[src/rtl/shift_sequencer_if.sv]
// Control-side handshake between the control unit and shift_sequencer.
// master = control unit, slave = sequencer.
interface shift_sequencer_if #(
    parameter int WIDTH = 16,
    parameter int AMT_W = 4
);
    logic             start;
    logic             dir;
    logic [AMT_W-1:0] amount;
    logic [WIDTH-1:0] data_in;
    logic             busy;
    logic             done;
    logic [WIDTH-1:0] result;

    modport master (
        output start, dir, amount, data_in,
        input  busy, done, result
    );

    modport slave (
        input  start, dir, amount, data_in,
        output busy, done, result
    );
endinterface

[src/rtl/shift_sequencer.sv]
// Multi-cycle 0..15-bit shift built from repeated passes through a 2-bit barrel shifter.
// Optional SHIFT_SEQ_EARLY_EXIT_EN: finish as soon as the value can no longer change.
module shift_sequencer #(
    parameter int WIDTH    = 16,
    parameter int AMT_W    = 4,
    parameter int STEP_MAX = 3
) (
    input  logic               clk,
    input  logic               reset,
    shift_sequencer_if.slave   ctrl,
    output logic [WIDTH-1:0]   sh_from_Y,
    input  logic [WIDTH-1:0]   sh_Y_shifted,
    output logic               sh_left,
    output logic               sh_right,
    output logic [1:0]         sh_amt
);
    typedef enum logic [1:0] {IDLE, SHIFT, DONE} state_t;

    localparam logic [AMT_W-1:0] STEP_MAX_W = AMT_W'(STEP_MAX);

    state_t           state_q, state_d;
    logic [WIDTH-1:0] acc_q, acc_d;
    logic [WIDTH-1:0] result_q, result_d;
    logic [AMT_W-1:0] rem_q, rem_d;
    logic             dir_q, dir_d;
    logic             busy_q, busy_d;
    logic             done_q, done_d;
    logic             sh_left_q, sh_left_d;
    logic             sh_right_q, sh_right_d;
    logic [1:0]       sh_amt_q, sh_amt_d;

    logic [AMT_W-1:0] step_now;
    logic [AMT_W-1:0] post_rem;
    logic [AMT_W-1:0] next_step;
    logic [AMT_W-1:0] first_step;
    logic             value_fixed;

    assign step_now   = (rem_q > STEP_MAX_W) ? STEP_MAX_W : rem_q;
    assign post_rem   = rem_q - step_now;
    assign next_step  = (post_rem > STEP_MAX_W) ? STEP_MAX_W : post_rem;
    assign first_step = (ctrl.amount > STEP_MAX_W) ? STEP_MAX_W : ctrl.amount;

`ifdef SHIFT_SEQ_EARLY_EXIT_EN
    // Left: zero stays zero. Right: all-sign-bit value is a fixed point of >>>.
    assign value_fixed = dir_q ? (sh_Y_shifted == {WIDTH{sh_Y_shifted[WIDTH-1]}})
                               : (sh_Y_shifted == '0);
`else
    assign value_fixed = 1'b0;
`endif

    // Shifter controls are registered one cycle ahead so they line up with SHIFT.
    always_comb begin
        state_d    = state_q;
        acc_d      = acc_q;
        result_d   = result_q;
        rem_d      = rem_q;
        dir_d      = dir_q;
        done_d     = 1'b0;
        sh_left_d  = 1'b0;
        sh_right_d = 1'b0;
        sh_amt_d   = 2'd0;
        case (state_q)
            IDLE: begin
                if (ctrl.start) begin
                    acc_d = ctrl.data_in;
                    rem_d = ctrl.amount;
                    dir_d = ctrl.dir;
                    if (ctrl.amount == '0) begin
                        state_d  = DONE;
                        result_d = ctrl.data_in;
                        done_d   = 1'b1;
                    end else begin
                        state_d    = SHIFT;
                        sh_left_d  = ~ctrl.dir;
                        sh_right_d = ctrl.dir;
                        sh_amt_d   = 2'(first_step);
                    end
                end
            end
            SHIFT: begin
                acc_d = sh_Y_shifted;
                rem_d = post_rem;
                if (post_rem == '0 || value_fixed) begin
                    state_d  = DONE;
                    rem_d    = '0;
                    result_d = sh_Y_shifted;
                    done_d   = 1'b1;
                end else begin
                    sh_left_d  = ~dir_q;
                    sh_right_d = dir_q;
                    sh_amt_d   = 2'(next_step);
                end
            end
            DONE: begin
                state_d = IDLE;
            end
            default: begin
                state_d = IDLE;
            end
        endcase
        busy_d = (state_d != IDLE);
    end

    always_ff @(posedge clk) begin
        if (reset) begin
            state_q    <= IDLE;
            acc_q      <= '0;
            result_q   <= '0;
            rem_q      <= '0;
            dir_q      <= 1'b0;
            busy_q     <= 1'b0;
            done_q     <= 1'b0;
            sh_left_q  <= 1'b0;
            sh_right_q <= 1'b0;
            sh_amt_q   <= 2'd0;
        end else begin
            state_q    <= state_d;
            acc_q      <= acc_d;
            result_q   <= result_d;
            rem_q      <= rem_d;
            dir_q      <= dir_d;
            busy_q     <= busy_d;
            done_q     <= done_d;
            sh_left_q  <= sh_left_d;
            sh_right_q <= sh_right_d;
            sh_amt_q   <= sh_amt_d;
        end
    end

    assign ctrl.busy   = busy_q;
    assign ctrl.done   = done_q;
    assign ctrl.result = result_q;
    assign sh_from_Y   = acc_q;
    assign sh_left     = sh_left_q;
    assign sh_right    = sh_right_q;
    assign sh_amt      = sh_amt_q;
endmodule
[src/flat_wrapper.sv]
// flat-port wrapper written by rule: the top's interface ports become plain ports
module shift_sequencer_flat 
#(
    parameter int WIDTH    = 16,
    parameter int AMT_W    = 4,
    parameter int STEP_MAX = 3
)
  (clk, reset, sh_from_Y, sh_Y_shifted, sh_left, sh_right, sh_amt, ctrl_start, ctrl_dir, ctrl_amount, ctrl_data_in, ctrl_busy, ctrl_done, ctrl_result);
  shift_sequencer_if #(.WIDTH(WIDTH), .AMT_W(AMT_W)) ctrl_i ();
  input  logic clk;
  input  logic reset;
  output logic [WIDTH-1:0] sh_from_Y;
  input  logic [WIDTH-1:0] sh_Y_shifted;
  output logic sh_left;
  output logic sh_right;
  output logic [1:0] sh_amt;
  input wire logic [$bits(ctrl_i.start)-1:0] ctrl_start;
  input wire logic [$bits(ctrl_i.dir)-1:0] ctrl_dir;
  input wire logic [$bits(ctrl_i.amount)-1:0] ctrl_amount;
  input wire logic [$bits(ctrl_i.data_in)-1:0] ctrl_data_in;
  output wire logic [$bits(ctrl_i.busy)-1:0] ctrl_busy;
  output wire logic [$bits(ctrl_i.done)-1:0] ctrl_done;
  output wire logic [$bits(ctrl_i.result)-1:0] ctrl_result;
  assign ctrl_i.start = ctrl_start;
  assign ctrl_i.dir = ctrl_dir;
  assign ctrl_i.amount = ctrl_amount;
  assign ctrl_i.data_in = ctrl_data_in;
  assign ctrl_busy = ctrl_i.busy;
  assign ctrl_done = ctrl_i.done;
  assign ctrl_result = ctrl_i.result;
  shift_sequencer #(.WIDTH(WIDTH), .AMT_W(AMT_W), .STEP_MAX(STEP_MAX)) u_core (.clk(clk), .reset(reset), .ctrl(ctrl_i), .sh_from_Y(sh_from_Y), .sh_Y_shifted(sh_Y_shifted), .sh_left(sh_left), .sh_right(sh_right), .sh_amt(sh_amt));
endmodule
[config.mk]
export PLATFORM = sky130hd
export DESIGN_NAME = shift_sequencer_flat
export DESIGN_NICKNAME = d
export VERILOG_FILES = /design/src/rtl/shift_sequencer_if.sv /design/src/rtl/shift_sequencer.sv /design/src/flat_wrapper.sv
export SDC_FILE = /design/constraint.sdc
export NUM_CORES = 1
export LEC_CHECK = 0
export CORE_MARGIN = 4
export CORE_UTILIZATION = 40
export CTS_CLUSTER_DIAMETER = 60
export DETAILED_ROUTE_END_ITERATION = 12
export PLACE_DENSITY_LB_ADDON = 0.2
export SETUP_SLACK_MARGIN = 0.15
export SLEW_MARGIN = 20
export SYNTH_ARGS = -nofsm -noshare
export SYNTH_HDL_FRONTEND = slang
export SYNTH_SLANG_ARGS = --single-unit
[constraint.sdc]
create_clock -name clk -period 5.35 [get_ports clk]
set_input_delay 1.07 -clock clk [delete_from_list [all_inputs] [get_ports clk]]
set_output_delay 1.07 -clock clk [all_outputs]
set_load 0.01 [all_outputs]
# Yosys cells after proc, flatten, opt, wreduce, memory -nomap -nowiden
# Cells that the tools add are included.
[word_totals]
register_bits = 45
input_bits = 40
word_cells = 60
[op_classes]
add_sub_neg = 1
order_cmp = 3
n_eq_ne = 4
muxes = 32
n_bitwise = 2
n_reduce_logical = 8
[op_table]
columns = ["operator", "count"]
rows = [
  ["two-way mux 16 bit", 4],
  ["one-hot mux 16 bit (2 select lines)", 2],
  ["two-way mux 2 bit", 8],
  ["greater-than comparator 4 x 2 -> 1 bit, second input constant", 3],
  ["two-way mux 4 bit", 3],
  ["two-way mux 1 bit", 9],
  ["logical NOT 4 bit", 2],
  ["one-hot mux 2 bit (2 select lines)", 2],
  ["one-hot mux 4 bit (2 select lines)", 1],
  ["one-hot mux 1 bit (2 select lines)", 3],
  ["inequality test 2 x 1 -> 1 bit, second input constant", 2],
  ["AND reduction 2 bit", 2],
  ["AND reduction 4 bit", 1],
  ["nonzero test 2 bit", 2],
  ["subtractor 4 bit", 1],
  ["== test 2 x 1 -> 1 bit, second input constant", 1],
  ["logical NOT 2 bit", 1],
  ["inequality test 2 bit, second input constant", 1],
  ["inverter 1 bit", 2],
]

# Longest topological paths before layout
# Gate-level depths: netlist (run 1).
[logic_depth]
depth_word = 7
depth_mapped = 9

# Least setup slack after synthesis (run 1)
# OpenSTA, ideal clock, no wires.
[synth_timing]
kind = "input to register"
start = "input ctrl_amount[1]"
end = "register u_core.result_q[10] (netlist: u_core.ctrl.result[10])"
setup_time_ns = 0.145
arrival_time_ns = 2.004
required_time_ns = 5.205
slack_ns = 3.201
path_stages = 5
path_cell_list = "nor4_4 a22o_1 buf_6 buf_6 a211oi_2"
[synth_between]
elab_chain_cells = 3
[synth_rtl]
columns = ["element", "line", "text"]
rows = [
  ["start: declaration", "flat_wrapper.sv:19", "input wire logic [$bits(ctrl_i.amount)-1:0] ctrl_amount;"],
  ["logical NOT 4 bit", "shift_sequencer.sv:68", "if (ctrl.amount == '0) begin"],
  ["inequality test 2 x 1 -> 1 bit (no line)", "-", ""],
  ["AND reduction 4 bit (no line)", "-", ""],
  ["end signal: assignment", "shift_sequencer.sv:119", "result_q <= result_d;"],
  ["end: declaration", "shift_sequencer.sv:23", "logic [WIDTH-1:0] result_q, result_d;"],
]
# No other way between the ends.
# A chain may end at the register's enable or synchronous reset.

# Worst setup path in the final report (run 1)
[layout_timing]
start = "input ctrl_amount[3]"
end = "register u_core.result_q[0] (netlist: u_core.ctrl.result[0])"
# The elaborated chain is that of the path after synthesis.

==> flow_summary.yaml, run 1 <==
outcome:
  run_status: "finished, final reports clean"
worst_setup_path:
  startpoint_type: "primary input"
  reg2reg_depth: 5
  path_class: "in -> reg"
  crit_required_ns: 5.48
  cp.arrival_ns: 3.36
  r2r_setup_slack_ns: 2.58
  crit_path_end: "u_core.ctrl.result[0]"
  worst_r2r_endpoint: "u_core.ctrl.result[0]"
  rr_startpoint: "u_core.rem_q[2]"
  cp_max_fo: 18
  cp-startpoint: "ctrl_amount[3]"
  worst_setup_path_end_kind: "register"
global_routing:
  grt_use_met2: 0.257
  track_usage: 0.171
  gr-total-overflow: 0
  antenna_found_initial: 0
  grt_pass1_wl_um: 8530
  grt_max_degree: 43
  use_met3: 0.0530
  grt_pass1_vias: 1687
  top_usage_layer: "met2"
  grt_use_met1: 0.229
flow_run:
  cap_viol_max_count: 0
cts:
  cts_resized: 0
  post-cts-setup-buffer-count: 0
  cts_root_buffer: "clkbuf_8"
  cts-htree-levels: 2
  path_clk_slew_ns: 0.08
  clockBufferDepth: 2
  clock_latency_ns: 0.29
  hold_buffers: 0
  numCtsBuffers: 5
  numClockSinks: 45
  cts_tree: "built"
power:
  irDropWorstVdd_mv: 0.174
  p_leak_uw: 0.000988
  pwr_density_cell_nw_per_um2: 322
route:
  viasPerCell: 5.41
  drtPass1Iterations: 4
  antenna_left: 0
  vias: 1801
  routed_wl_um: 5270
  drtIter0Drc: 95
  drc_errors: 0
  wl_per_cell_um: 15.8
timing:
  timing.fmax_mhz: 309
  hold_ws_ns: 0.496
  min_period_over_period: 0.604
  setup_violations: 0
  tightest_slew_ns: 0.906
  finalHoldViolCount: 0
  period_minus_slack_ns: 3.23
  final.setup_skew_ns: 0.00438
  slew_viol_final: 0
  rsz0062_at_grt: "no"
  tns_ns: 0
  max_slew_margin: 0.392
synth:
  yosysSeqAreaShare: 0.441
  syn_area_um2: 2040
  synthCells: 200
  synth-seq-cells: 45
  postSynth.asyncResetShare: 0
  synth_cell_types: 40
  synth-edff-count: 0
  ys_warn_count: 0
  syn_area_per_cell_um2: 10.2
  synthFlopType: "dfxtp_1"
  syn_nets: 241
finish:
  n_antenna_cell: 0
  n_fill_cell: 439
  layout_commonest_cell: "clkdlybuf4s50_1"
  fin_nets: 306
  final_layout_size_suffix_gt1_frac: 0.105
  layout_common_cells: "clkdlybuf4s50_1 (76), dfxtp_1 (45), a211oi_1 (22), nor2_1 (22), mux2i_1 (17)"
  syn2layout_area_growth_pct: 41.9
floorplanning:
  num_rows: 25
  die_h_um: 79.5
  die_area_um2: 6320
  start_util: 0.422
  pin_count: 78
  dieWidth_um: 79.5
  coreArea_um2: 4850
placement:
  hpwl_um: 3780
  gp_congestion: 0.757
  port_buffers: 77
min_path:
  min_path_type: "reg -> reg"
[how the worst min path moves through the flow]
stage	start	end	cells past startpoint
after floorplan	u_core.dir_q	u_core.sh_left	1
after global placement	u_core.dir_q	u_core.sh_right	2
after detailed placement	u_core.dir_q	u_core.sh_left	1
after CTS	u_core.dir_q	u_core.sh_left	1
after global routing	u_core.sh_from_Y[1]	u_core.sh_from_Y[1]	2
final	u_core.dir_q	u_core.sh_right	2
[layout make-up]
cell class                 count  area (µm²)  area share
timing repair buffer          79         781       0.269
multi-input combinational    134        1030       0.356
clock inverter                 1        5.00     0.00173
sequential                    45         901       0.311
tap                           67        83.8      0.0289
clock buffer                   7        96.3      0.0332
[sequential cells by signal (all words and copies together) (netlist names)]
name                count
u_core.rem_q            4
u_core.sh_from_Y       16
u_core.state_q          2
u_core.sh_left          1
u_core.ctrl.done        1
u_core.ctrl.busy        1
u_core.dir_q            1
u_core.sh_right         1
u_core.sh_amt           2
u_core.ctrl.result     16
[cell families after synthesis]
group,synth area share
AO/OA/AOI/OAI,0.283
XOR/XNOR,0.00428
adder cells (fa/ha/maj),0.00612
buffers and inverters,0.0594
flip-flops,0.441
multiplexers,0.0832
AND/OR/NAND/NOR,0.123
[power breakdown]
group	switching (µW)	internal (µW)
sequential	29.3	379
combinational	138	159
clock	111	117
total	279	654
[cell usage after synthesis (2+ instances only)]
| cell | n | area share |
|---|---|---|
| dfxtp_1 | 45 | 0.44 |
| a211oi_1 | 22 | 0.081 |
| nor2_1 | 22 | 0.040 |
| mux2i_1 | 17 | 0.083 |
| a221oi_1 | 16 | 0.069 |
| a211oi_2 | 10 | 0.061 |
| buf_2 | 7 | 0.017 |
| clkbuf_1 | 7 | 0.013 |
| nand2_1 | 6 | 0.011 |
| a21oi_1 | 4 | 0.0098 |
| a311oi_1 | 3 | 0.013 |
| buf_4 | 3 | 0.011 |
| buf_6 | 3 | 0.017 |
| nand2b_1 | 3 | 0.0092 |
| nor2b_1 | 3 | 0.0092 |
| a31oi_1 | 2 | 0.0061 |
| nand3b_1 | 2 | 0.0073 |
| o21bai_1 | 2 | 0.0073 |
| o31ai_1 | 2 | 0.0073 |
[through the flow]
step                      utilization  setup WS [ns]  total power, µW  instances  cell area [µm²]
after floorplan                     -           3.20              586        200             2040
after global placement          0.577           1.81              713        325             2800
after detailed placement        0.577           1.81              715        325             2800
after CTS                       0.598           2.11              944        333             2900
after global routing            0.598           1.87              987        333             2900
final                           0.598           2.12              933        333             2900
[layer usage]
| layer | up-vias | wire length [µm] |
|---|---|---|
| li1 | 896 | - |
| met1 | 841 | 2350 |
| met2 | 58 | 2480 |
| met3 | 6 | 380 |
| met4 | 0 | 55 |
| met5 | - | 0 |
[critical path, cell delays in order]
cell,delay (ns)
clkdlybuf4s50_1,0.52
nor4_4,0.80
a22o_1,0.80
a211oi_1,0.17
No activity file was read; power rests on OpenSTA's default activity.
==> run 2: changes to the inputs <==
--- a/config.mk
+++ b/config.mk
@@ -6,7 +6,7 @@
 export NUM_CORES = 1
 export LEC_CHECK = 0
 export CORE_MARGIN = 4
-export CORE_UTILIZATION = 40
+export CORE_UTILIZATION = 39
 export CTS_CLUSTER_DIAMETER = 60
 export DETAILED_ROUTE_END_ITERATION = 12
 export PLACE_DENSITY_LB_ADDON = 0.2
==> constraint.sdc (replaced) <==
create_clock -name clk -period 2.9 [get_ports clk]
set_input_delay 0.58 -clock clk [delete_from_list [all_inputs] [get_ports clk]]
set_output_delay 0.58 -clock clk [all_outputs]
set_load 0.01 [all_outputs]
==> flow_summary.yaml, run 2 (synthesis results as in run 1) <==
outcome:
  run_status: "finished, final reports clean"
route:
  drc_errors: 0
  viasPerCell: 5.31
  antenna_left: 0
  drtPass1Iterations: 4
  routed_wl_um: 5450
  wl_per_cell_um: 15.9
  vias: 1822
  drtIter0Drc: 118
timing:
  max_slew_margin: 0.557
  slew_viol_final: 0
  period_minus_slack_ns: 2.07
  rsz0062_at_grt: "no"
  min_period_over_period: 0.712
  tns_ns: 0
  finalHoldViolCount: 0
  timing.fmax_mhz: 484
  setup_violations: 0
  final.setup_skew_ns: 0.00733
  tightest_slew_ns: 0.663
finish:
  layout.area.seq_um2: 901
  instances_no_fill: 343
  final_layout_size_suffix_gt1_frac: 0.117
  n_fill_cell: 488
  fin_nets: 313
  layout_commonest_cell: "clkdlybuf4s50_1"
  n_antenna_cell: 0
  postLayoutCellArea_um2: 2940
  final_core_utilization: 0.575
  multi_input_area_um2: 1030
  layout_common_cells: "clkdlybuf4s50_1 (76), dfxtp_1 (45), a211oi_1 (22), nor2_1 (22), mux2i_1 (17)"
  syn2layout_area_growth_pct: 43.6
floorplanning:
  die_h_um: 80.4
  pin_count: 78
  dieWidth_um: 80.4
  die_area_um2: 6460
  num_rows: 26
  start_util: 0.400
  coreArea_um2: 5110
cts:
  post-cts-setup-buffer-count: 0
  clock_latency_ns: 0.29
  hold_buffers: 0
  path_clk_slew_ns: 0.08
  numClockSinks: 45
  cts_root_buffer: "clkbuf_8"
  cts-htree-levels: 2
  clockBufferDepth: 2
  cts_resized: 0
  cts_tree: "built"
  numCtsBuffers: 5
power:
  intPower_uw: 1170
  seqPwrFrac: 0.446
  power_uw: 1690
  irDropWorstVdd_mv: 0.287
  pwr-share-comb: 0.335
  p_leak_uw: 0.00101
  switching_share: 0.305
  p_clk_frac: 0.219
  power.switching_uw: 515
  pwr_density_cell_nw_per_um2: 576
min_path:
  worstHoldStart: "u_core.dir_q"
  min_path_type: "reg -> reg"
worst_setup_path:
  rr_startpoint: "u_core.rem_q[2]"
  crit_required_ns: 3.06
  worst_setup_path_end_kind: "register"
  worst_r2r_endpoint: "u_core.ctrl.result[12]"
  reg2reg_depth: 6
  cp.arrival_ns: 2.22
  crit_path_end: "u_core.ctrl.result[12]"
  cp-startpoint: "u_core.rem_q[2]"
  r2r_setup_slack_ns: 0.83
  startpoint_type: "register"
  path_class: "reg -> reg"
  cp_max_fo: 18
global_routing:
  use_met3: 0.0617
  grt_use_met2: 0.290
  track_usage: 0.176
  grt_use_met1: 0.218
  gr-total-overflow: 0
  grt_max_degree: 24
  top_usage_layer: "met2"
  antenna_found_initial: 0
  grt_pass1_wl_um: 8830
  grt_pass1_vias: 1805
placement:
  port_buffers: 77
  hpwl_um: 3870
  place_area_um2: 2860
  gp_congestion: 0.825
  placed_cells: 335
flow_run:
  cap_viol_max_count: 0
==> run 2: power groups by stage <==
stage	combinational, µW	clock [µW]	sequential [µW]
after CTS	572	383	755
after floorplan	297	0	783
after global routing	621	411	765
final	566	370	754
after detailed placement	569	0	768
after global placement	563	0	767
==> run 2: metrics by stage <==
step	setup WS (ns)	hold slack [ns]
2_1_floorplan	1.10	0.456
3_3_place_gp	0.746	0.483
6_report	0.835	0.493
4_1_cts	0.854	0.492
3_5_place_dp	0.707	0.484
5_1_grt	0.666	0.523
==> run 2: critical path, cell delays in order, from the launching register on <==
cell and delay (ns):
dfxtp_1 0.41, o21bai_1 0.20, ha_1 0.30, nor4bb_4 0.45
a22o_1 0.20, buf_4 0.26, a211oi_1 0.12
==> run 2: per-layer routing <==
metal  vias up  wire length (µm)
met5         -                 0
met3         7               447
met2        70              2480
met1       838              2480
li1        907                 -
met4         0                47
==> run 2: layout make-up <==
class,instances,area share
repair buffers,86,0.284
clock buffers,8,0.0273
well taps,70,0.0298
multi-input cells,134,0.352
flip-flops and latches,45,0.307
==> run 2: how the worst min path moves through the flow <==
stage                                 to  slack, ns  cells past startpoint
final                     u_core.sh_left       0.49                      1
after global routing      u_core.sh_left       0.52                      1
after CTS                 u_core.sh_left       0.49                      1
after detailed placement  u_core.sh_left       0.48                      1
after global placement    u_core.sh_left       0.48                      1
after floorplan           u_core.sh_left       0.46                      1
==> run 3: changes to the inputs <==
--- a/config.mk
+++ b/config.mk
@@ -6,7 +6,7 @@
 export NUM_CORES = 1
 export LEC_CHECK = 0
 export CORE_MARGIN = 4
-export CORE_UTILIZATION = 39
+export CORE_UTILIZATION = 40
 export CTS_CLUSTER_DIAMETER = 60
 export DETAILED_ROUTE_END_ITERATION = 12
 export PLACE_DENSITY_LB_ADDON = 0.2
==> constraint.sdc (replaced) <==
create_clock -name clk -period 2 [get_ports clk]
set_input_delay 0.4 -clock clk [delete_from_list [all_inputs] [get_ports clk]]
set_output_delay 0.4 -clock clk [all_outputs]
set_load 0.01 [all_outputs]
==> flow_summary.yaml, run 3 (synthesis results as in run 1) <==
outcome:
  run_status: "finished, final reports clean"
worst_setup_path:
  worst_setup_path_end_kind: "register"
  cp_cell_sequence: "o21bai_1 > ha_2 > nor4bb_4 > buf_6 > a221oi_1 > a211oi_1"
  cp.arrival_ns: 1.93
  max_stage_delay_ns: 0.36
  r2r_setup_slack_ns: 0.28
  startpoint_type: "register"
  critPathTopFamily: "compound AO/OA/AOI/OAI gates"
  critPathBufInv: 1
  cp_max_fo: 16
  path_class: "reg -> reg"
  crit_required_ns: 2.20
  critPathSlowestCell: "dfxtp_1"
route:
  antenna_left: 0
  viasPerCell: 5.45
  drtPass1Iterations: 4
  routed_wl_um: 5470
  vias: 1871
  wl_per_cell_um: 16.0
  drtIter0Drc: 67
  drc_errors: 0
cts:
  numCtsBuffers: 5
  cts_resized: 0
  cts_root_buffer: "clkbuf_8"
  cts_tree: "built"
  cts-htree-levels: 2
  hold_buffers: 0
  clockBufferDepth: 2
  clock_latency_ns: 0.30
  post-cts-setup-buffer-count: 0
  path_clk_slew_ns: 0.08
  numClockSinks: 45
global_routing:
  gr-total-overflow: 0
  track_usage: 0.175
  grt_pass1_vias: 1687
  grt_max_degree: 36
  grt_pass1_wl_um: 8490
  antenna_found_initial: 0
placement:
  port_buffers: 77
  placed_cells: 335
  gp_congestion: 0.755
  hpwl_um: 4000
  place_area_um2: 2910
  pre_cts_ws_ns: 0.0212
timing:
  slew_viol_final: 0
  period_minus_slack_ns: 1.72
  final.setup_skew_ns: 0.00272
  finalWorstSetupSlack_ns: 0.277
  tns_ns: 0
  min_period_over_period: 0.861
  setup_violations: 0
  rsz0062_at_grt: "no"
  max_slew_margin: 0.711
  tightest_slew_ns: 0.434
  timing.fmax_mhz: 581
  finalHoldViolCount: 0
finish:
  final_layout_size_suffix_gt1_frac: 0.138
  final_core_utilization: 0.626
  postLayoutCellArea_um2: 3030
  syn2layout_area_growth_pct: 48.4
  instances_no_fill: 343
  layout_common_cells: "clkdlybuf4s50_1 (76), dfxtp_1 (45), a211oi_1 (22), nor2_1 (22), mux2i_1 (17)"
  layout_commonest_cell: "clkdlybuf4s50_1"
  fin_nets: 316
  n_antenna_cell: 0
min_path:
  min_path_type: "in -> reg"
floorplanning:
  num_rows: 25
  pin_count: 78
  coreArea_um2: 4850
  die_h_um: 79.5
  start_util: 0.422
  die_area_um2: 6320
  dieWidth_um: 79.5
power:
  pwr_density_cell_nw_per_um2: 874
  irDropWorstVdd_mv: 0.586
  p_leak_uw: 0.00105
flow_run:
  cap_viol_max_count: 0
## run 3: cell types whose count changed in the layout (fill, tap and decap cells not counted)
| cell | change |
|---|---|
| buf_6 | +1 |
| clkbuf_8 | +1 |
| ha_1 | -1 |
| ha_2 | +1 |
| buf_4 | -1 |
| buf_12 | +3 |
| bufinv_16 | +1 |
| clkbuf_1 | -2 |
## run 3: metrics by stage
stage	hold WS (ns)	total power (µW)
after floorplan	0.456	1570
after global placement	0.481	1950
after detailed placement	0.480	1970
after CTS	0.355	2670
after global routing	0.363	2800
final	0.363	2650
## run 3: worst reg2reg max path, stage by stage (launching register included)
cell and delay (ns):
dfxtp_1 0.36, o21bai_1 0.20, ha_2 0.25, nor4bb_4 0.25
buf_6 0.21, a221oi_1 0.10, a211oi_1 0.26
## run 3: layer usage
| layer | part of all wire | wire [µm] | GRT usage |
|---|---|---|---|
| met1 | 0.44 | 2390 | 0.224 |
| met4 | 0.020 | 112 | 0.0808 |
| met3 | 0.077 | 423 | 0.0553 |
| met2 | 0.46 | 2540 | 0.265 |
| met5 | 0 | 0 | 0 |
## run 3: report_power, final
group          switching, µW  total (µW)  internal [µW]
Combinational            388         860            472
Clock                    296         703            407
Sequential              75.0        1090           1010
Total                    759        2650           1890
## run 3: final cells by class
type	instances	area, µm²
fillers	416	1810
multi-input cells	134	1040
flip-flops and latches	45	901
repair buffers	89	897
clock buffers	7	86.3
well taps	67	83.8
clock inverters	1	30.0
## run 3: final timing paths
kind / cells after the start / end / from
setup / recovery: 6 / u_core.ctrl.result[0] / u_core.rem_q[3]
hold / removal: 2 / u_core.dir_q / reset
setup reg to reg: 6 / u_core.ctrl.result[0] / u_core.rem_q[3]
hold reg to reg: 2 / u_core.sh_from_Y[4] / u_core.sh_from_Y[4]
